[config.mk]
export PLATFORM = sky130hd
export DESIGN_NAME = demux1_4_stream
export DESIGN_NICKNAME = d
export VERILOG_FILES = /design/src/rtl/demux1_4_stream_pkg.sv /design/src/rtl/demux_chan_fifo.sv /design/src/rtl/demux1_4_stream.sv
export SDC_FILE = /design/constraint.sdc
export NUM_CORES = 1
export LEC_CHECK = 0
export ABC_AREA = 0
export CAP_MARGIN = 20
export CORE_ASPECT_RATIO = 1.4
export CORE_UTILIZATION = 52
export CTS_CLUSTER_DIAMETER = 60
export DETAILED_ROUTE_END_ITERATION = 16
export HOLD_SLACK_MARGIN = 0.08
export PLACE_DENSITY = 0.79
export REMOVE_ABC_BUFFERS = 1
export SYNTH_ARGS = -nofsm -noshare
export SYNTH_HDL_FRONTEND = slang
export SYNTH_SLANG_ARGS = --single-unit
[constraint.sdc]
create_clock -name clk -period 2.6 [get_ports clk]
set_clock_uncertainty 0.05 [all_clocks]
set_input_delay 0.52 -clock clk [delete_from_list [all_inputs] [get_ports clk]]
set_output_delay 0.52 -clock clk [all_outputs]
set_load 0.05 [all_outputs]
[src/rtl/demux1_4_stream_pkg.sv]
// Shared constants and types for the 1:4 stream demultiplexer.
package demux1_4_stream_pkg;

  localparam int unsigned NCH           = 4;
  localparam int unsigned DEFAULT_DW    = 8;
  localparam int unsigned DEFAULT_DEPTH = 2;
  localparam int unsigned BEAT_CNT_W    = 16;

  typedef enum logic {
    MODE_ADDR = 1'b0,
    MODE_RR   = 1'b1
  } mode_e;

endpackage

[src/rtl/demux_chan_fifo.sv]
// Per-channel first-word-fall-through FIFO; head entry is driven straight from the register array.
module demux_chan_fifo #(
  parameter int unsigned DW    = 8,
  parameter int unsigned DEPTH = 2
) (
  input  logic                       clk,
  input  logic                       rst_n,
  input  logic                       push,
  input  logic [DW-1:0]              data_in,
  output logic                       full,
  input  logic                       pop,
  output logic [DW-1:0]              data_out,
  output logic                       empty,
  output logic [$clog2(DEPTH+1)-1:0] count
);

  localparam int unsigned AW = $clog2(DEPTH);
  localparam int unsigned CW = $clog2(DEPTH + 1);

  logic [DW-1:0] mem [DEPTH];
  logic [AW-1:0] wr_ptr;
  logic [AW-1:0] rd_ptr;
  logic          do_push;
  logic          do_pop;

  assign full     = (count == CW'(DEPTH));
  assign empty    = (count == '0);
  assign data_out = mem[rd_ptr];
  assign do_push  = push && !full;
  assign do_pop   = pop && !empty;

  // Storage is deliberately left out of reset; only pointers and count are cleared.
  always_ff @(posedge clk) begin
    if (do_push) mem[wr_ptr] <= data_in;
  end

  always_ff @(posedge clk or negedge rst_n) begin
    if (!rst_n) begin
      wr_ptr <= '0;
      rd_ptr <= '0;
      count  <= '0;
    end else begin
      if (do_push) wr_ptr <= wr_ptr + AW'(1);
      if (do_pop)  rd_ptr <= rd_ptr + AW'(1);
      case ({do_push, do_pop})
        2'b10:   count <= count + CW'(1);
        2'b01:   count <= count - CW'(1);
        default: count <= count;
      endcase
    end
  end

endmodule

[src/rtl/demux1_4_stream.sv]
// Flow-controlled 1:4 stream demux: addressed or round-robin routing into four channel FIFOs.
module demux1_4_stream
  import demux1_4_stream_pkg::*;
#(
  parameter int unsigned DW    = DEFAULT_DW,
  parameter int unsigned DEPTH = DEFAULT_DEPTH
) (
  input  logic                  clk,
  input  logic                  rst_n,
  input  logic                  i_valid,
  input  logic [DW-1:0]         i_data,
  input  logic [1:0]            s,
  input  logic                  mode,
  output logic                  i_ready,
  output logic [NCH-1:0]        y_valid,
  output logic [NCH*DW-1:0]     y_data,
  input  logic [NCH-1:0]        y_ready,
  output logic [1:0]            rr_ptr,
  output logic [BEAT_CNT_W-1:0] beat_cnt
);

  localparam int unsigned CW = $clog2(DEPTH + 1);

  logic [1:0]    sel;
  logic          accept;
  logic [NCH-1:0] push;
  logic [NCH-1:0] pop;
  logic [NCH-1:0] full;
  logic [NCH-1:0] empty;
  logic [CW-1:0]  count [NCH];

  assign sel     = (mode_e'(mode) == MODE_RR) ? rr_ptr : s;
  // Readiness sees only registered fullness, so y_ready never reaches i_ready combinationally.
  assign i_ready = !full[sel];
  assign accept  = i_valid && i_ready;
  assign y_valid = ~empty;
  assign pop     = y_ready & y_valid;

  always_comb begin
    push = '0;
    push[sel] = accept;
  end

  for (genvar n = 0; n < NCH; n++) begin : g_chan
    demux_chan_fifo #(
      .DW    (DW),
      .DEPTH (DEPTH)
    ) u_fifo (
      .clk      (clk),
      .rst_n    (rst_n),
      .push     (push[n]),
      .data_in  (i_data),
      .full     (full[n]),
      .pop      (pop[n]),
      .data_out (y_data[n*DW +: DW]),
      .empty    (empty[n]),
      .count    (count[n])
    );

    always_comb begin
      if (rst_n) assert (full[n] == (count[n] == CW'(DEPTH)));
    end
  end

  always_ff @(posedge clk or negedge rst_n) begin
    if (!rst_n) begin
      rr_ptr   <= '0;
      beat_cnt <= '0;
    end else if (accept) begin
      beat_cnt <= beat_cnt + BEAT_CNT_W'(1);
      if (mode_e'(mode) == MODE_RR) rr_ptr <= rr_ptr + 2'd1;
    end
  end

endmodule

==> results of run 1 <==
==> power by group through the flow <==
stage               clock (mW)  sequential [mW]  combinational [mW]
finish                    1.02             2.31                2.60
global route              1.10             2.37                2.74
CTS                       1.04             2.31                2.62
detailed placement           0             2.33                2.63
global placement             0             2.32                2.60
floorplan                    0             2.48                1.62
==> critical path, stage by stage (launching register included) <==
cell	delay (ns)
sky130_fd_sc_hd__dfrtp_2	0.50
sky130_fd_sc_hd__mux2_2	0.36
sky130_fd_sc_hd__clkdlybuf4s50_1	0.70
==> cells by family (layout without fill, tap and decap cells) <==
logic type | after synthesis | count (layout) | synth area share (%)
AO/OA/AOI/OAI | 8 | 8 | 1.345
XOR/XNOR | 37 | 37 | 8.104
adder cells (fa/ha/maj) | 5 | 5 | 1.564
buffers and inverters | 9 | 103 | 1.032
flip-flops | 98 | 98 | 69.34
multiplexers | 38 | 38 | 10.76
AND/OR/NAND/NOR | 65 | 65 | 7.854
==> how the worst max path moves through the flow <==
stage | from | to | cells after the start
6_report | g_chan[0].u_fifo.rd_ptr$_DFFE_PN0P_ | y_data[0] | 2
5_1_grt | g_chan[0].u_fifo.rd_ptr$_DFFE_PN0P_ | y_data[0] | 2
4_1_cts | g_chan[1].u_fifo.rd_ptr$_DFFE_PN0P_ | y_data[15] | 2
3_5_place_dp | mode | beat_cnt[1]$_DFFE_PN0N_ | 5
3_3_place_gp | mode | i_ready | 6
2_1_floorplan | rr_ptr[0]$_DFFE_PN0P_ | i_ready | 4
==> registers in the layout (all words and copies together) (netlist names) <==
name and flops:
g_chan.u_fifo.rd_ptr 4, g_chan.u_fifo.mem 64, g_chan.u_fifo.wr_ptr 4, g_chan.u_fifo.count 8
rr_ptr 2, beat_cnt 16
==> stage by stage <==
stage               setup WS (ns)  hold slack (ns)  instances
finish                     0.1140           0.4281        451
detailed placement        -0.1102           0.4176        433
floorplan                  0.2870           0.1744        255
CTS                       0.07646           0.4331        451
global placement        -0.009401           0.4124        433
global route              0.03268           0.4423        451
==> layout make-up <==
type | instances | area share (%)
Clock buffer | 11 | 2.570
Clock inverter | 5 | 1.542
Inverter | 4 | 0.2938
Multi-Input combinational cell | 153 | 23.50
Sequential cell | 98 | 54.32
Tap cell | 97 | 2.375
Timing Repair Buffer | 83 | 15.40
==> per-layer routing <==
layer  up-vias  GRT usage (%)  part of all wire [%]
li1       1098              -                     -
met1      1080          22.51                    43
met2        74          32.53                    50
met3        11          5.541                   4.7
met4         0          9.066                   2.1
met5         -              0                     0
==> Yosys cell counts, drive strengths merged <==
library cell  instances  area [sq um]
a211oi                4         30.03
xor2                 16         140.1
a21oi                 3         15.01
inv                   4         15.01
edfxtp               64          1922
mux2                 34         386.6
xnor2                21         183.9
nor2b                 4         25.02
clkbuf                4         15.01
ha                    5         62.56
and3                  3         18.77
nand3b                2         15.01
nand2                18         70.07
or2                   4         25.02
nor2                 17         63.81
nand3                 8         40.04
buf                   1         11.26
nand4                 3         18.77
dfrtp                34         850.8
a22o                  1         8.760
and2                  6         37.54
mux2i                 4         43.79
==> timing repair <==
item / in CTS / in global routing
gates resized for setup: 27 / 0
setup buffers: 2 / 0
setup endpoints to repair: 33 / 0
==> flow_summary.yaml, run 1 <==
placed_design:
  gp_congestion: 0.7375
  dpl.hpwl_mm: 4.879
  number_of_i_o_port_buffers: 72
  dpl_cell_area_sq_um: 4892
cells_and_area:
  area.growth.synth_to_final_pct: 27.82
  most_frequent_cells_in_the_layout: "64 x sky130_fd_sc_hd__edfxtp_1, 50 x sky130_fd_sc_hd__clkdlybuf4s50_1, 33 x sky130_fd_sc_hd__mux2_2"
  register_area_sq_um: 2776
  num-nets-final: 372
  mostFrequentLayoutCell: "sky130_fd_sc_hd__edfxtp_1"
  fill_cells: 554
  layout-drive-gt1-share_pct: 19.77
  insertedDiodeCount: 0
  stdcell_area_sq_um: 5111
  final_core_utilization_pct: 69.00
  multi_input_area_sq_um: 1201
clocking:
  number_of_buffers_inserted_during_clock_tree_synthesis: 9
  post_cts_hold_buffer_count: 0
  clock_tree_from_tritoncts: "yes"
  htreeDepth: 3
  clock_tree.buffer_depth: 2
  clock_latency_of_the_later_clocked_register_in_the_worst_skew_pair_ns: 0.35
  cts_sinks: 98
  cts_clk_pin_slew_worst_paths_ns: 0.08
  ctsRootBufferMaster: "sky130_fd_sc_hd__clkbuf_8"
drt:
  drcViolationCount: 0
  vias: 2263
  vias_per_cell: 5.018
  drt_pass1_iterations: 4
  ant_nets: 0
  drt-initial-drc-count: 61
  routedWlPerCell_um: 15.44
  totalWireLength_mm: 6.964
setup_path:
  crit-reg2reg-launch: "rr_ptr[0]$_DFFE_PN0P_"
  crit_path_max_fanout: 9
  reg2regPathDepth: 5
  critPathRequiredTime_ns: 2.03
  reg2reg_slack_ns: 0.57
  setup.worst_path.end_class: "output pin"
  path_class: "register to output pin"
  crit_arrival_ns: 1.92
  startpoint_type: "register"
  worstReg2RegEnd: "beat_cnt[1]$_DFFE_PN0N_"
power_and_ir_drop:
  power.combinational.fraction_pct: 43.8
  netSwitchingFraction_pct: 39.81
  worst_case_vdd_ir_drop_v: 0.0007412
  p_seq_share_pct: 39.0
  clock_power_share_pct: 17.2
  p_int_mw: 3.565
  p_sw_mw: 2.358
  total_leakage_power_nw: 1.952
  power_density_nw_per_um2: 1159
  finalPower_mw: 5.924
yosys:
  synth_cell_types: 25
  postSynthCellCount: 260
  yosys_register_bits: 98
  seq_area_frac_synth_pct: 69.34
  post_synth.cell_area_avg_sq_um: 15.38
  synthesis.area_sq_um: 3999
  synth-warning-count: 0
global_routing:
  grt_first_pass_wirelength_mm: 11.34
  overflow: 0
  grt_pass1_vias: 2308
  initial_antenna_violation_count: 0
  grt_start_max_net_pins: 35
  global_route.usage.total_pct: 19.22
die:
  die_y_um: 105.8
  initial_core_util_pct: 53.99
  die_w_um: 76.12
  placement_row_count: 37
  die_area_sq_um: 8050
  floorplan.io_pins: 73
  core_area_sq_um: 7407
timing:
  layout_worst_path_cycle_share_pct: 95.62
  setup_total_negative_slack_ns: 0
  finalMaxSlewViolations: 0
  max_freq_mhz: 402.3
  report.final.setup_viol: 0
  timing.max_slew.rel_slack_pct: 57.04
  period_minus_slack_ns: 2.486
  finalHoldViolations: 0
  rsz0062_at_grt: "no"
  timing_worst_slew_pin_value_ns: 0.6420
hold_path:
  worst_hold_path.endpoint: "g_chan[3].u_fifo.count[1]$_DFFE_PN0P_"
  worst_hold_startpoint: "g_chan[3].u_fifo.count[1]$_DFFE_PN0P_"
  worstHoldPathCells: 1
  hold_class: "register to register"
run:
  cap_violations: 0
run_status:
  status: "finished, final reports clean"
No activity file was read; power rests on OpenSTA's default activity.
==> run 2: changes to the inputs <==
- CORE_MARGIN: default -> 2
- MAX_ROUTING_LAYER: default -> met4
==> run 2 against run 1 <==
Net effect: critical path depth is the same; register-to-register slack better by 0.08 ns; sequential power is essentially flat; via count grew 1.4%; highest routed layer unchanged.
==> flow_summary.yaml, run 2 (same netlist as run 1, synthesis figures left out) <==
die:
  die_area_sq_um: 8418
  die_w_um: 78.12
  placement_row_count: 37
  die_y_um: 107.8
  core_area_sq_um: 7407
  initial_core_util_pct: 53.99
  floorplan.io_pins: 73
clocking:
  clock_latency_of_the_later_clocked_register_in_the_worst_skew_pair_ns: 0.36
  number_of_buffers_inserted_during_clock_tree_synthesis: 9
  clock_tree_from_tritoncts: "yes"
  cts_clk_pin_slew_worst_paths_ns: 0.09
  ctsRootBufferMaster: "sky130_fd_sc_hd__clkbuf_8"
  cts_setup_buffers: 0
  cts_sinks: 98
  clock_tree.buffer_depth: 2
  count_of_instances_resized_after_the_clock_tree_is_built: 29
  htreeDepth: 3
  post_cts_hold_buffer_count: 0
cells_and_area:
  most_frequent_cells_in_the_layout: "64 x sky130_fd_sc_hd__edfxtp_1, 43 x sky130_fd_sc_hd__clkdlybuf4s50_1, 33 x sky130_fd_sc_hd__mux2_2, 33 x sky130_fd_sc_hd__dfrtp_1, 28 x sky130_fd_sc_hd__dlygate4sd2_1"
  largest_registers: "g_chan.u_fifo.mem x64, beat_cnt x16, g_chan.u_fifo.count x8"
  mostFrequentLayoutCell: "sky130_fd_sc_hd__edfxtp_1"
  insertedDiodeCount: 0
  largest_register_ff_count: 64
  area.growth.synth_to_final_pct: 27.25
  largest-register: "g_chan.u_fifo.mem"
  multi_input_area_sq_um: 1185
  fill_cells: 535
  layout-drive-gt1-share_pct: 18.87
  final_core_utilization_pct: 68.70
  register_area_sq_um: 2774
  num-nets-final: 373
drt:
  vias: 2294
  routedWlPerCell_um: 15.49
  totalWireLength_mm: 7.000
  drcViolationCount: 0
  ant_nets: 0
  drt-initial-drc-count: 103
  vias_per_cell: 5.075
  drt_pass1_iterations: 4
timing:
  finalHoldViolations: 0
  timing_worst_slew_pin_value_ns: 0.6927
  period_minus_slack_ns: 2.483
  finalMaxSlewViolations: 0
  setup_total_negative_slack_ns: 0
  report.final.setup_viol: 0
  layout_worst_path_cycle_share_pct: 95.49
  timing.max_slew.rel_slack_pct: 53.65
  rsz0062_at_grt: "no"
  max_freq_mhz: 402.8
setup_path:
  crit_arrival_ns: 1.91
  crit_slowest_cell: "sky130_fd_sc_hd__clkdlybuf4s50_1"
  timing.critical_path.slowest_cell_delay_ns: 0.70
  crit_path_max_fanout: 9
  crit_path_buf_inv_count: 1
  critPathRequiredTime_ns: 2.03
  setup.worst_path.end_class: "output pin"
  worstSetupPathDepth: 2
  path_class: "register to output pin"
  critical_path_cell_list: "mux2_2 > clkdlybuf4s50_1"
  startpoint_type: "register"
  reg2regPathDepth: 5
  timing.critical_path.max_delay_family: "buffers and inverters"
  reg2reg_slack_ns: 0.65
hold_path:
  hold_class: "register to register"
  worstHoldPathCells: 1
placed_design:
  dpl.hpwl_mm: 4.924
  number_of_i_o_port_buffers: 72
  gp_congestion: 0.8048
global_routing:
  grt_start_max_net_pins: 35
  grt_first_pass_wirelength_mm: 11.40
  overflow: 0
  initial_antenna_violation_count: 0
  global_route.usage.total_pct: 18.88
  grt_pass1_vias: 2371
power_and_ir_drop:
  worst_case_vdd_ir_drop_v: 0.0008464
  power_density_nw_per_um2: 1139
  total_leakage_power_nw: 1.973
run:
  cap_violations: 0
run_status:
  status: "finished, final reports clean"
## run 2: final cells by class
cell class | count | share of cell area, %
clock inverter | 5 | 1.057
timing repair buffer | 84 | 15.69
sequential | 98 | 54.51
multi-input combinational | 153 | 23.29
clock buffer | 11 | 2.778
inverter | 4 | 0.2951
tap | 97 | 2.385
## run 2: path summary, 6_finish.rpt
path | to | from
max | y_data[25] | g_chan[3].u_fifo.rd_ptr$_DFFE_PN0P_
min | beat_cnt[15]$_DFFE_PN0N_ | beat_cnt[15]$_DFFE_PN0N_
max reg2reg | g_chan[3].u_fifo.mem[1][5]$_DFFE_PP_ | rr_ptr[0]$_DFFE_PN0P_
min reg2reg | beat_cnt[15]$_DFFE_PN0N_ | beat_cnt[15]$_DFFE_PN0N_
max in group asynchronous | g_chan[3].u_fifo.rd_ptr$_DFFE_PN0P_ | rst_n
min in group asynchronous | beat_cnt[14]$_DFFE_PN0N_ | rst_n
## run 2: per-stage QoR
stage / setup WS [ns] / hold slack, ns / instance area, sq um / cells / total power, mW
floorplan: 0.2870 / 0.1744 / 3973 / 255 / 4.101
global placement: 0.01530 / 0.4098 / 4927 / 436 / 4.950
CTS: 0.09050 / 0.4286 / 5089 / 452 / 5.849
finish: 0.1172 / 0.4286 / 5089 / 452 / 5.794
global route: 0.03232 / 0.4327 / 5089 / 452 / 6.089
detailed placement: -0.06074 / 0.4136 / 4927 / 436 / 4.992
## run 2: report_power, final
group | internal (mW) | switching [mW]
logic | 1.00 | 1.54
registers | 1.98 | 0.317
clock network | 0.467 | 0.484
total | 3.45 | 2.34
## run 2: metal layers
| metal | wire length [um] | track usage, % | part of all wire [%] | vias up |
|---|---|---|---|---|
| met2 | 3465 | 30.36 | 50 | 71 |
| met3 | 300 | 3.523 | 4.3 | 12 |
| met5 | 0 | - | 0 | - |
| met1 | 3044 | 22.72 | 43 | 1108 |
| met4 | 191 | 10.15 | 2.7 | 0 |
| li1 | - | - | - | 1103 |
## run 2: worst register-to-register path, cell delays in order, from the launching register on
cell	delay, ns
sky130_fd_sc_hd__dfrtp_1	0.44
sky130_fd_sc_hd__mux2i_2	0.14
sky130_fd_sc_hd__buf_4	0.16
sky130_fd_sc_hd__nor2_1	0.09
sky130_fd_sc_hd__nand2_1	0.14
sky130_fd_sc_hd__nor2_1	0.57
